==> src/rtl/next_pc_sequencer.sv <==
// Next-address stage feeding the program counter: picks sequential, branch, jump, call or return
// targets and sequences boot, halt and fault. Optional return stack enabled by `define RETURN_STACK_EN.
module next_pc_sequencer #(
    parameter int                    ADDR_WIDTH  = 11,
    parameter logic [ADDR_WIDTH-1:0] RESET_ADDR  = {ADDR_WIDTH{1'b0}},
    parameter int                    STACK_DEPTH = 4
) (
    input  logic                  WCLOCK,
    input  logic                  RESET,
    input  logic [ADDR_WIDTH-1:0] CADDR,
    input  logic                  STALL,
    input  logic                  BRANCH,
    input  logic                  BTAKEN,
    input  logic                  JUMP,
    input  logic                  CALL,
    input  logic                  RET,
    input  logic [ADDR_WIDTH-1:0] BTARGET,
    input  logic                  HALT,
    input  logic                  RESUME,
    output logic [ADDR_WIDTH-1:0] NADDR,
    output logic                  WO,
    output logic [1:0]            STATE,
    output logic                  SOVF,
    output logic                  SUNF
);

    typedef enum logic [1:0] {
        ST_BOOT  = 2'd0,
        ST_RUN   = 2'd1,
        ST_HOLD  = 2'd2,
        ST_FAULT = 2'd3
    } state_t;

    localparam logic [ADDR_WIDTH-1:0] ADDR_ONE = ADDR_WIDTH'(1'b1);

    // A depth below two leaves no room for a nested call and is rejected at elaboration.
    if (STACK_DEPTH < 2) begin : g_bad_depth
        $error("STACK_DEPTH must be at least 2");
    end

    state_t                  state_r, state_s;
    logic [ADDR_WIDTH-1:0]   naddr_r, naddr_s;
    logic                    wo_r, wo_s;
    logic                    sovf_r, sovf_s;
    logic                    sunf_r, sunf_s;
    logic [ADDR_WIDTH-1:0]   incr_s;

    assign incr_s = CADDR + ADDR_ONE;

`ifdef RETURN_STACK_EN
    localparam int PW = (STACK_DEPTH > 1) ? $clog2(STACK_DEPTH) : 1;
    localparam logic [PW:0]   SP_FULL = (PW + 1)'(STACK_DEPTH);
    localparam logic [PW-1:0] IDX_ONE = PW'(1'b1);

    logic [ADDR_WIDTH-1:0] stack_r [STACK_DEPTH];
    logic [PW:0]           sp_r;
    logic                  push_s;
    logic                  pop_s;
    logic                  stack_full_s;
    logic                  stack_empty_s;
    logic [PW-1:0]         top_idx_s;
    logic [ADDR_WIDTH-1:0] stack_top_s;

    // sp_r counts entries, so the top lives one below it; the low bits wrap correctly when full.
    assign stack_full_s  = (sp_r == SP_FULL);
    assign stack_empty_s = (sp_r == {(PW + 1){1'b0}});
    assign top_idx_s     = sp_r[PW-1:0] - IDX_ONE;
    assign stack_top_s   = stack_r[top_idx_s];

    // Return stack storage and pointer update on push or pop.
    always_ff @(posedge WCLOCK or posedge RESET) begin
        if (RESET) begin
            sp_r <= {(PW + 1){1'b0}};
            for (int i = 0; i < STACK_DEPTH; i++) begin
                stack_r[i] <= {ADDR_WIDTH{1'b0}};
            end
        end else if (push_s) begin
            stack_r[sp_r[PW-1:0]] <= incr_s;
            sp_r                  <= sp_r + (PW + 1)'(1'b1);
        end else if (pop_s) begin
            sp_r <= sp_r - (PW + 1)'(1'b1);
        end else begin
            sp_r <= sp_r;
        end
    end
`endif

    // Next-state and next-output selection by fixed control priority.
    always_comb begin
        naddr_s = naddr_r;
        wo_s    = 1'b0;
        state_s = state_r;
        sovf_s  = sovf_r;
        sunf_s  = sunf_r;
`ifdef RETURN_STACK_EN
        push_s  = 1'b0;
        pop_s   = 1'b0;
`endif
        case (state_r)
            ST_BOOT: begin
                naddr_s = RESET_ADDR;
                wo_s    = 1'b1;
                state_s = ST_RUN;
            end
            ST_RUN: begin
                if (STALL) begin
                    wo_s = 1'b0;
                end else if (HALT) begin
                    state_s = ST_HOLD;
                end else if (RET) begin
`ifdef RETURN_STACK_EN
                    if (stack_empty_s) begin
                        sunf_s  = 1'b1;
                        state_s = ST_FAULT;
                    end else begin
                        pop_s   = 1'b1;
                        naddr_s = stack_top_s;
                        wo_s    = 1'b1;
                    end
`else
                    naddr_s = incr_s;
                    wo_s    = 1'b1;
`endif
                end else if (CALL) begin
`ifdef RETURN_STACK_EN
                    if (stack_full_s) begin
                        sovf_s  = 1'b1;
                        state_s = ST_FAULT;
                    end else begin
                        push_s  = 1'b1;
                        naddr_s = BTARGET;
                        wo_s    = 1'b1;
                    end
`else
                    naddr_s = BTARGET;
                    wo_s    = 1'b1;
`endif
                end else if (JUMP || (BRANCH && BTAKEN)) begin
                    naddr_s = BTARGET;
                    wo_s    = 1'b1;
                end else begin
                    naddr_s = incr_s;
                    wo_s    = 1'b1;
                end
            end
            ST_HOLD: begin
                if (RESUME) begin
                    naddr_s = incr_s;
                    wo_s    = 1'b1;
                    state_s = ST_RUN;
                end else begin
                    wo_s = 1'b0;
                end
            end
            ST_FAULT: begin
                wo_s = 1'b0;
            end
            default: begin
                wo_s    = 1'b0;
                state_s = ST_FAULT;
            end
        endcase
    end

    // Registered outputs and FSM state.
    always_ff @(posedge WCLOCK or posedge RESET) begin
        if (RESET) begin
            state_r <= ST_BOOT;
            naddr_r <= RESET_ADDR;
            wo_r    <= 1'b0;
            sovf_r  <= 1'b0;
            sunf_r  <= 1'b0;
        end else begin
            state_r <= state_s;
            naddr_r <= naddr_s;
            wo_r    <= wo_s;
            sovf_r  <= sovf_s;
            sunf_r  <= sunf_s;
        end
    end

    assign NADDR = naddr_r;
    assign WO    = wo_r;
    assign STATE = state_r;
    assign SOVF  = sovf_r;
    assign SUNF  = sunf_r;

endmodule

==> config.mk <==
export PLATFORM = sky130hd
export DESIGN_NAME = next_pc_sequencer
export DESIGN_NICKNAME = d
export VERILOG_FILES = /design/src/rtl/next_pc_sequencer.sv
export SDC_FILE = /design/constraint.sdc
export NUM_CORES = 1
export LEC_CHECK = 0
export BUFFER_PORTS_ARGS = -buffer_cell sky130_fd_sc_hd__buf_2
export CORE_MARGIN = 2
export CORE_UTILIZATION = 46
export CTS_CLUSTER_DIAMETER = 100
export DETAILED_ROUTE_END_ITERATION = 10
export PLACE_DENSITY = 0.87
export SYNTH_ARGS = -nofsm -noshare
export SYNTH_HDL_FRONTEND = slang
export SYNTH_SLANG_ARGS = --single-unit
==> constraint.sdc <==
create_clock -name WCLOCK -period 1.95 [get_ports WCLOCK]
set_input_delay 0.39 -clock WCLOCK [delete_from_list [all_inputs] [get_ports WCLOCK]]
set_output_delay 0.39 -clock WCLOCK [all_outputs]
set_load 0.02 [all_outputs]
==> results of run 1 <==
[metrics by stage]
step	area, um^2	total power, mW	hold slack, ns	setup WS, ns	std cells
global route	1380	1.91	0.179	0.0520	200
detailed placement	1320	1.49	0.450	0.127	194
CTS	1360	1.71	0.145	0.109	198
floorplan	1080	1.24	0.279	0.00506	124
global placement	1320	1.46	0.436	0.192	194
finish	1380	1.77	0.122	0.203	200
[logic make-up after synthesis]
kind of cell | Yosys count | share of synthesized area
AOI/OAI and AO/OA | 40 | 0.267
buffers and inverters | 14 | 0.0720
DFF | 14 | 0.325
other | 1 | 0.00348
xor gates and xnor gates | 8 | 0.0650
and+or+nand+nor | 40 | 0.200
adders and majority gates | 5 | 0.0581
muxes | 1 | 0.00929
[final cells by class]
class / count / area (um^2)
Inverter: 7 / 26.3
Multi-Input combinational cell: 96 / 658
Fill cell: 197 / 836
Sequential cell: 14 / 350
Tap cell: 28 / 35.0
Timing Repair Buffer: 51 / 270
Clock buffer: 4 / 36.3
[metal layers]
metal / share of wire / wire length [um]
met1: 0.40 / 1110
met2: 0.50 / 1370
met3: 0.074 / 202
met4: 0.019 / 53
met5: 0 / 0
[worst max-delay path, cell delays in order (launching register included)]
cell and delay (ns):
dfrtp_1 0.41, inv_1 0.08, ha_1 0.20, o21a_1 0.16, nor4_4 0.39, buf_4 0.19, nand2_1 0.07, o211ai_1 0.17
[where the power goes]
part	switching, mW	total, mW	internal, mW
Clock	0.0942	0.208	0.114
Sequential	0.0565	0.451	0.394
Combinational	0.657	1.11	0.457
[how the worst max path moves through the flow]
stage	endpoint	from	cells after the start	slack (ns)
after CTS	NADDR[1]	STATE[0]	5	0.11
after floorplan	NADDR[3]	STATE[0]	9	0.005
after detailed placement	NADDR[1]	STATE[0]	5	0.13
final	NADDR[6]	STATE[1]	7	0.20
after global placement	NADDR[7]	STATE[1]	7	0.19
after global routing	NADDR[6]	STATE[1]	7	0.05
[flip-flops by register name, summed over array words and instances, names as in the netlist]
signal  count
STATE       2
NADDR      11
WO          1
[timing repair]
item,4_1_cts,5_1_grt
setup buffers,0,2
gates resized for setup,0,1
endpoints found under the setup margin,0,5
hold endpoints to repair,0,0
hold buffers,0,0
[layout by cell type, fill, tap and decap left out, types with 2 or more instances in the layout]
master / n
o31a_1: 2
nor2_1: 5
dfrtp_1: 14
a31oi_1: 2
ha_1: 5
nor3_1: 4
nand4_1: 5
buf_4: 6
a22o_2: 2
o31ai_1: 2
clkbuf_4: 3
o21a_1: 2
conb_1: 2
buf_2: 45
o211ai_1: 7
xnor2_1: 8
nand3_1: 5
inv_1: 7
a211oi_1: 2
nand2_1: 14
a211o_1: 2
a21oi_1: 9
o21ai_0: 3
==> impl_metrics.py, run 1 <==
metrics = {
    "run_status": {
        "status": "finished clean",
    },
    "timing": {
        "fin_crit_ns": 1.75,
        "setup-tns-final_ns": 0,
        "rsz0062_at_grt": "no",
        "fin_skew_ns": 0.00192,
        "final-hold-violation-count": 0,
        "setup_viol": 0,
        "slew_headroom": 0.656,
        "drv_slew": 0,
        "post-route-period-util": 0.896,
        "fmax_mhz": 573,
        "tightest_slew_ns": 0.515,
    },
    "logic_synthesis": {
        "synth-edff-count": 0,
        "yosys.area.top_type": "dfrtp_1",
        "synth_cell_types": 38,
        "synth_area_leaders": "dfrtp_1 (33%), xnor2_1 (6.5%), ha_1 (5.8%)",
        "synthArstFlopShare": 1.00,
        "synth_cells": 123,
        "syn-cell-area_mm2": 0.00108,
        "synth_seq_cells": 14,
        "ys_top_cells_by_count": "dfrtp_1 (14), nand2_1 (14), a21oi_1 (9)",
        "synth_seq_area_share": 0.325,
        "avgSynthCellArea_um2": 8.76,
        "ys.warnings.count": 0,
        "synthFlopType": "dfrtp_1",
        "synth_top_area_share": 0.325,
    },
    "critical_path": {
        "arrival_ns": 1.95,
        "r2r_end": "NADDR[6]",
        "cp.required_ns": 2.15,
        "rrSetupSlack_ns": 0.20,
        "cp_max_fo": 5,
        "worstSetupEndpointType": "register",
        "worstSetupPathType": "reg -> reg",
        "r2r_cells": 7,
        "r2r-start": "STATE[1]",
        "crit_path_start_kind": "register",
    },
    "flow_run": {
        "cap_violations": 0,
    },
    "global_route": {
        "grt_first_pass_wirelength_um": 4260,
        "use_met2": 0.348,
        "grt_max_degree": 17,
        "met1_usage": 0.281,
        "antenna_found_initial": 0,
        "grt_pass1_vias": 984,
        "grt-ovfl-total": 0,
        "grt_usage": 0.208,
        "top_usage_layer": "met2",
        "use_met3": 0.0200,
    },
    "placed_design": {
        "place_congestion": 0.872,
        "hpwl_um": 2200,
        "port_buffers": 45,
    },
    "clock_network": {
        "cts_buffer_depth": 2,
        "clock_sinks": 14,
        "cts_root_buf": "clkbuf_4",
        "cts_tree": "built",
        "clk_latency_ns": 0.28,
        "cts_made_buffers": 3,
        "htree_levels": 1,
        "cts.clk_slew.worst_paths_ns": 0.08,
    },
    "floorplanning": {
        "fp.dieW_um": 52.4,
        "start_util": 0.487,
        "die_h_um": 52.4,
        "std_cell_rows": 17,
        "coreArea_mm2": 0.00221,
        "dieArea_mm2": 0.00275,
        "pin_count": 48,
    },
    "detailed_routing": {
        "ant_nets": 0,
        "vias_per_cell": 5.61,
        "vias": 1121,
        "drcViolationCount": 0,
        "drtIter0Drc": 34,
        "routedWlPerCell_um": 13.7,
        "drt_pass1_iterations": 4,
        "wl_um": 2740,
    },
    "layout": {
        "finish.utilization": 0.622,
        "area_growth_pct": 27.8,
        "nets": 210,
        "diodes": 0,
        "drive_gt1_frac": 0.372,
    },
    "power": {
        "cellPowerDensity_mw_per_mm2": 1290,
        "p_leak_nw": 0.654,
        "ir_drop_mv": 0.635,
    },
    "min_path": {
        "hp-class": "in -> async",
    },
}
No activity file was read; power rests on OpenSTA's default activity.
==> run 2, diff against run 1 <==
Settings changed: ABC_AREA set to 1, CORE_UTILIZATION 46 to 45, GPL_TIMING_DRIVEN set to 1, MAX_ROUTING_LAYER set to met4.
==> run 2 against run 1 <==
Against the previous run: core utilization increased by 0.41 points; clock skew increased by 0.0062 ns; critical endpoint is now NADDR[0]; sequential share of layout area increased by 2.2 points; critical path depth increased by 2; register-to-register slack improved by 0.02 ns; largest power group unchanged; setup slack improved by 0.015 ns; non-clock buffer count decreased by 5; die area decreased by 5.5%; largest cell class unchanged.
==> impl_metrics.py, run 2 <==
metrics = {
    "clock_network": {
        "cts.clk_slew.worst_paths_ns": 0.09,
        "cts_tree": "built",
        "clock_sinks": 14,
        "post-cts-setup-buffers": 0,
        "cts_root_buf": "clkbuf_4",
        "htree_levels": 1,
        "cts_made_buffers": 3,
        "ctsResizeCount": 0,
        "cts.hold.buffers_added": 0,
        "cts_buffer_depth": 2,
        "clk_latency_ns": 0.28,
    },
    "run_status": {
        "status": "finished clean",
    },
    "power": {
        "p_switching_uw": 713,
        "cellPowerDensity_mw_per_mm2": 1190,
        "power_frac_comb": 0.575,
        "seqPwrFrac": 0.289,
        "power_mw": 1.50,
        "sw_frac_of_total": 0.475,
        "p_clk_frac": 0.136,
        "p_leak_nw": 0.770,
        "internal_power_uw": 790,
        "ir_drop_mv": 0.617,
    },
    "critical_path": {
        "worstSetupPathType": "reg -> reg",
        "path_cells": "inv_1 > ha_1 > inv_2 > nor2_1 > a211oi_2 > nand2_2 > nor2_2 > nand2_1 > nand2_1",
        "cpMostUsedCell": "nand2_1",
        "crit_path_max_incr_delay_ns": 0.42,
        "cp.required_ns": 2.17,
        "critPathTopFamily": "simple AND/OR/NAND/NOR gates",
        "crit_path_top_delay_cell": "dfrtp_1",
        "critPathBufInv": 2,
        "cp_max_fo": 11,
        "worstSetupEndpointType": "register",
        "arrival_ns": 1.96,
        "crit_path_start_kind": "register",
    },
    "detailed_routing": {
        "vias": 1015,
        "wl_um": 2180,
        "drtIter0Drc": 21,
        "routedWlPerCell_um": 9.83,
        "drt_pass1_iterations": 4,
        "drcViolationCount": 0,
        "ant_nets": 0,
        "vias_per_cell": 4.57,
    },
    "timing": {
        "rsz0062_at_grt": "no",
        "setup-tns-final_ns": 0,
        "drv_slew": 0,
        "fin_crit_ns": 1.73,
        "fmax_mhz": 578,
        "slew_headroom": 0.659,
        "final-hold-violation-count": 0,
        "setup_viol": 0,
        "tightest_slew_ns": 0.511,
        "post-route-period-util": 0.888,
        "fin_skew_ns": 0.00811,
    },
    "layout": {
        "drive_gt1_frac": 0.287,
        "mostFrequentLayoutCells": "nand2_1 (71), buf_2 (45), dfrtp_1 (14), inv_1 (14), o21ai_0 (8)",
        "area_growth_pct": 27.8,
        "nets": 233,
        "largest_reg_flops": 11,
        "layout_commonest_cell": "nand2_1",
        "diodes": 0,
    },
    "floorplanning": {
        "fp.dieW_um": 50.9,
        "dieArea_mm2": 0.00259,
        "start_util": 0.490,
        "pin_count": 48,
        "die_h_um": 50.9,
        "std_cell_rows": 16,
        "coreArea_mm2": 0.00202,
    },
    "logic_synthesis": {
        "ys.warnings.count": 0,
        "synth_seq_cells": 14,
        "ys_top_cells_by_count": "nand2_1 (71), dfrtp_1 (14), inv_1 (14)",
        "synth_seq_area_share": 0.354,
        "yosys.area.top_type": "dfrtp_1",
        "synth_cells": 148,
        "syn-cell-area_um2": 991,
        "synthArstFlopShare": 1.00,
        "synth-edff-count": 0,
        "synth_area_leaders": "dfrtp_1 (35%), nand2_1 (27%), ha_1 (6.3%)",
        "yosysMostFrequentCell": "nand2_1",
        "synth_top_area_share": 0.354,
        "synth_cell_types": 23,
        "synthFlopType": "dfrtp_1",
        "avgSynthCellArea_um2": 6.70,
    },
    "global_route": {
        "grt_pass1_vias": 909,
        "grt_first_pass_wirelength_um": 3810,
        "grt-ovfl-total": 0,
        "grt_max_degree": 15,
        "grt_usage": 0.199,
        "antenna_found_initial": 0,
    },
    "min_path": {
        "hp-class": "in -> async",
    },
    "flow_run": {
        "cap_violations": 0,
    },
    "placed_design": {
        "port_buffers": 45,
        "hpwl_um": 1850,
        "place_congestion": 0.868,
    },
}
[run 2: routing by layer]
metal  vias up  track usage  routed length [um]
met5         -            -                   0
met4         0        0.131                  55
met3         5       0.0117                 129
met2        42        0.290                 983
met1       423        0.269                1010
li1        545            -                   -
[run 2: logic make-up after synthesis]
kind of cell,Yosys count,synth area share
compound gates,14,0.0846
xor+xnor,5,0.0442
fa+ha+maj,5,0.0631
buf+inv,20,0.0922
flops,14,0.354
other cells,1,0.00378
simple gates,89,0.359
[run 2: through the flow]
step	instance area (um^2)	hold slack, ns	utilization	cells	worst slack [ns]
final	1270	0.122	0.626	222	0.219
after global routing	1270	0.163	0.626	222	0.0285
after floorplan	995	0.279	-	149	0.351
after CTS	1270	0.143	0.626	222	0.224
after detailed placement	1230	0.449	0.608	218	0.237
after global placement	1230	0.439	0.608	218	0.347
[run 2: final timing paths]
check                         start       end  slack, ns  cells after the start
max in group asynchronous     RESET  NADDR[8]       1.48                      2
setup / recovery           STATE[0]  NADDR[0]       0.22                      9
min in group WCLOCK            HALT        WO       0.31                      2
hold / removal                RESET  STATE[0]       0.12                      2
hold reg to reg            NADDR[9]  NADDR[9]       0.48                      2
setup reg to reg           STATE[0]  NADDR[0]       0.22                      9
[run 2: final cells by class]
cell class / count / area (um^2)
repair buffers: 46 / 233
flip-flops and latches: 14 / 350
inverters: 16 / 60.1
well taps: 27 / 33.8
clock buffers: 4 / 36.3
multi-input cells: 115 / 553
fillers: 191 / 756
[run 2: power by group through the flow]
stage	Clock [mW]	Combinational, mW	Sequential (mW)
after floorplan	0	0.559	0.544
after global placement	0	0.851	0.435
after detailed placement	0	0.860	0.444
after CTS	0.208	0.868	0.437
after global routing	0.225	0.977	0.449
final	0.205	0.864	0.435
==> run 3, diff against run 2 <==
Settings changed: ABC_AREA 1 to unset, CORE_UTILIZATION 45 to 46, TNS_END_PERCENT set to 100.
==> run 3 against run 2 <==
Against the previous run: register-to-register slack hardly changed; die area is 5.9% higher; total power is 18% higher; final area is 8.7% higher; worst hold slack better by 0.0012 ns; critical path depth is 2 lower; largest cell class unchanged.
==> impl_metrics.py, run 3 (same netlist as run 1, synthesis figures left out) <==
metrics = {
    "run_status": {
        "status": "finished clean",
    },
    "clock_network": {
        "cts_made_buffers": 3,
        "htree_levels": 1,
        "cts_buffer_depth": 2,
        "cts.clk_slew.worst_paths_ns": 0.08,
        "clk_latency_ns": 0.28,
        "cts.hold.buffers_added": 0,
        "clock_sinks": 14,
        "cts_root_buf": "clkbuf_4",
        "cts_tree": "built",
    },
    "detailed_routing": {
        "routedWlPerCell_um": 13.7,
        "drtIter0Drc": 39,
        "vias_per_cell": 5.63,
        "ant_nets": 0,
        "drcViolationCount": 0,
        "wl_um": 2740,
        "drt_pass1_iterations": 4,
        "vias": 1126,
    },
    "floorplanning": {
        "std_cell_rows": 17,
        "fp.dieW_um": 52.4,
        "dieArea_mm2": 0.00275,
        "coreArea_mm2": 0.00221,
        "pin_count": 48,
        "start_util": 0.487,
        "die_h_um": 52.4,
    },
    "min_path": {
        "hp-class": "in -> async",
    },
    "placed_design": {
        "port_buffers": 45,
        "hpwl_um": 2200,
        "place_congestion": 0.886,
    },
    "flow_run": {
        "cap_violations": 0,
    },
    "timing": {
        "tightest_slew_ns": 0.517,
        "fin_skew_ns": 0.00231,
        "post-route-period-util": 0.895,
        "setup-tns-final_ns": 0,
        "fin_crit_ns": 1.75,
        "rsz0062_at_grt": "no",
        "drv_slew": 0,
        "fmax_mhz": 573,
        "slew_headroom": 0.655,
        "final-hold-violation-count": 0,
        "setup_viol": 0,
    },
    "critical_path": {
        "crit_path_start_kind": "register",
        "worstSetupEndpointType": "register",
        "arrival_ns": 1.95,
        "cp.required_ns": 2.15,
        "startpoint": "STATE[1]",
        "worstSetupPathType": "reg -> reg",
        "r2r_cells": 7,
        "r2r-start": "STATE[1]",
        "cp_max_fo": 5,
        "crit_end": "NADDR[6]",
        "rrSetupSlack_ns": 0.20,
        "r2r_end": "NADDR[6]",
    },
    "layout": {
        "largest_reg_flops": 11,
        "layout_commonest_cell": "buf_2",
        "diodes": 0,
        "nets": 210,
        "drive_gt1_frac": 0.372,
        "mostFrequentLayoutCells": "buf_2 (45), dfrtp_1 (14), nand2_1 (14)",
        "area_growth_pct": 27.8,
    },
    "global_route": {
        "grt_usage": 0.213,
        "antenna_found_initial": 0,
        "grt_max_degree": 17,
        "grt-ovfl-total": 0,
        "grt_pass1_vias": 984,
        "grt_first_pass_wirelength_um": 4260,
    },
    "power": {
        "power_mw": 1.77,
        "cellPowerDensity_mw_per_mm2": 1290,
        "ir_drop_mv": 0.633,
        "p_leak_nw": 0.654,
    },
}
## run 3: changes by cell type in the layout (fill, tap and decap cells not counted), sizes merged, moves of 3 or more
cell and change:
xor2 -4, buf +5, o21ai -4, xnor2 +7
nor2 -3, a21oi +7, nor3 +4, nand2 -58
inv -8, o211ai +7, nand4 +4
## run 3: critical path, stage by stage, from the launching register on
cell and delay [ns]:
dfrtp_1 0.41, inv_1 0.08, ha_1 0.20, o21a_1 0.16, nor4_4 0.39, buf_4 0.19
nand2_1 0.07, o211ai_1 0.17
## run 3: report_power, final
part	internal, mW	switching, mW
combinational	0.457	0.656
clock	0.114	0.0937
sequential	0.394	0.0564
## run 3: area by class of cell
class	count	area, um^2
inverters	7	26.3
clock buffers	4	36.3
fillers	197	836
multi-input cells	96	658
well taps	28	35.0
repair buffers	51	270
flip-flops and latches	14	350
## run 3: metrics by stage
stage | utilization | std cells | worst slack [ns] | hold slack, ns | cell area, um^2
4_1_cts | 0.613 | 198 | 0.109 | 0.145 | 1360
5_1_grt | 0.622 | 200 | 0.0520 | 0.179 | 1380
3_5_place_dp | 0.597 | 194 | 0.127 | 0.450 | 1320
6_report | 0.622 | 200 | 0.204 | 0.123 | 1380
2_1_floorplan | - | 124 | 0.00506 | 0.279 | 1080
3_3_place_gp | 0.597 | 194 | 0.192 | 0.436 | 1320
## run 3: timing repair
action                                  CTS  global route
resized for setup                         0             1
endpoints found under the setup margin    0             5
buffers inserted                          0             2
## run 3: how the worst min path moves through the flow
stage	start	end	slack, ns	cells after the start
6_report	RESET	WO	0.12	2
5_1_grt	RESET	WO	0.18	2
4_1_cts	RESET	WO	0.15	2
3_5_place_dp	RESET	WO	0.45	2
3_3_place_gp	RESET	WO	0.44	2
2_1_floorplan	RESET	NADDR[0]	0.28	1
## run 3: layer usage
| metal | part of all wire | up-vias | track usage |
|---|---|---|---|
| met5 | 0 | - | - |
| met2 | 0.50 | 50 | 0.348 |
| met1 | 0.41 | 515 | 0.281 |
| met3 | 0.067 | 9 | 0.0200 |
| li1 | - | 552 | - |
| met4 | 0.026 | 0 | 0.0641 |
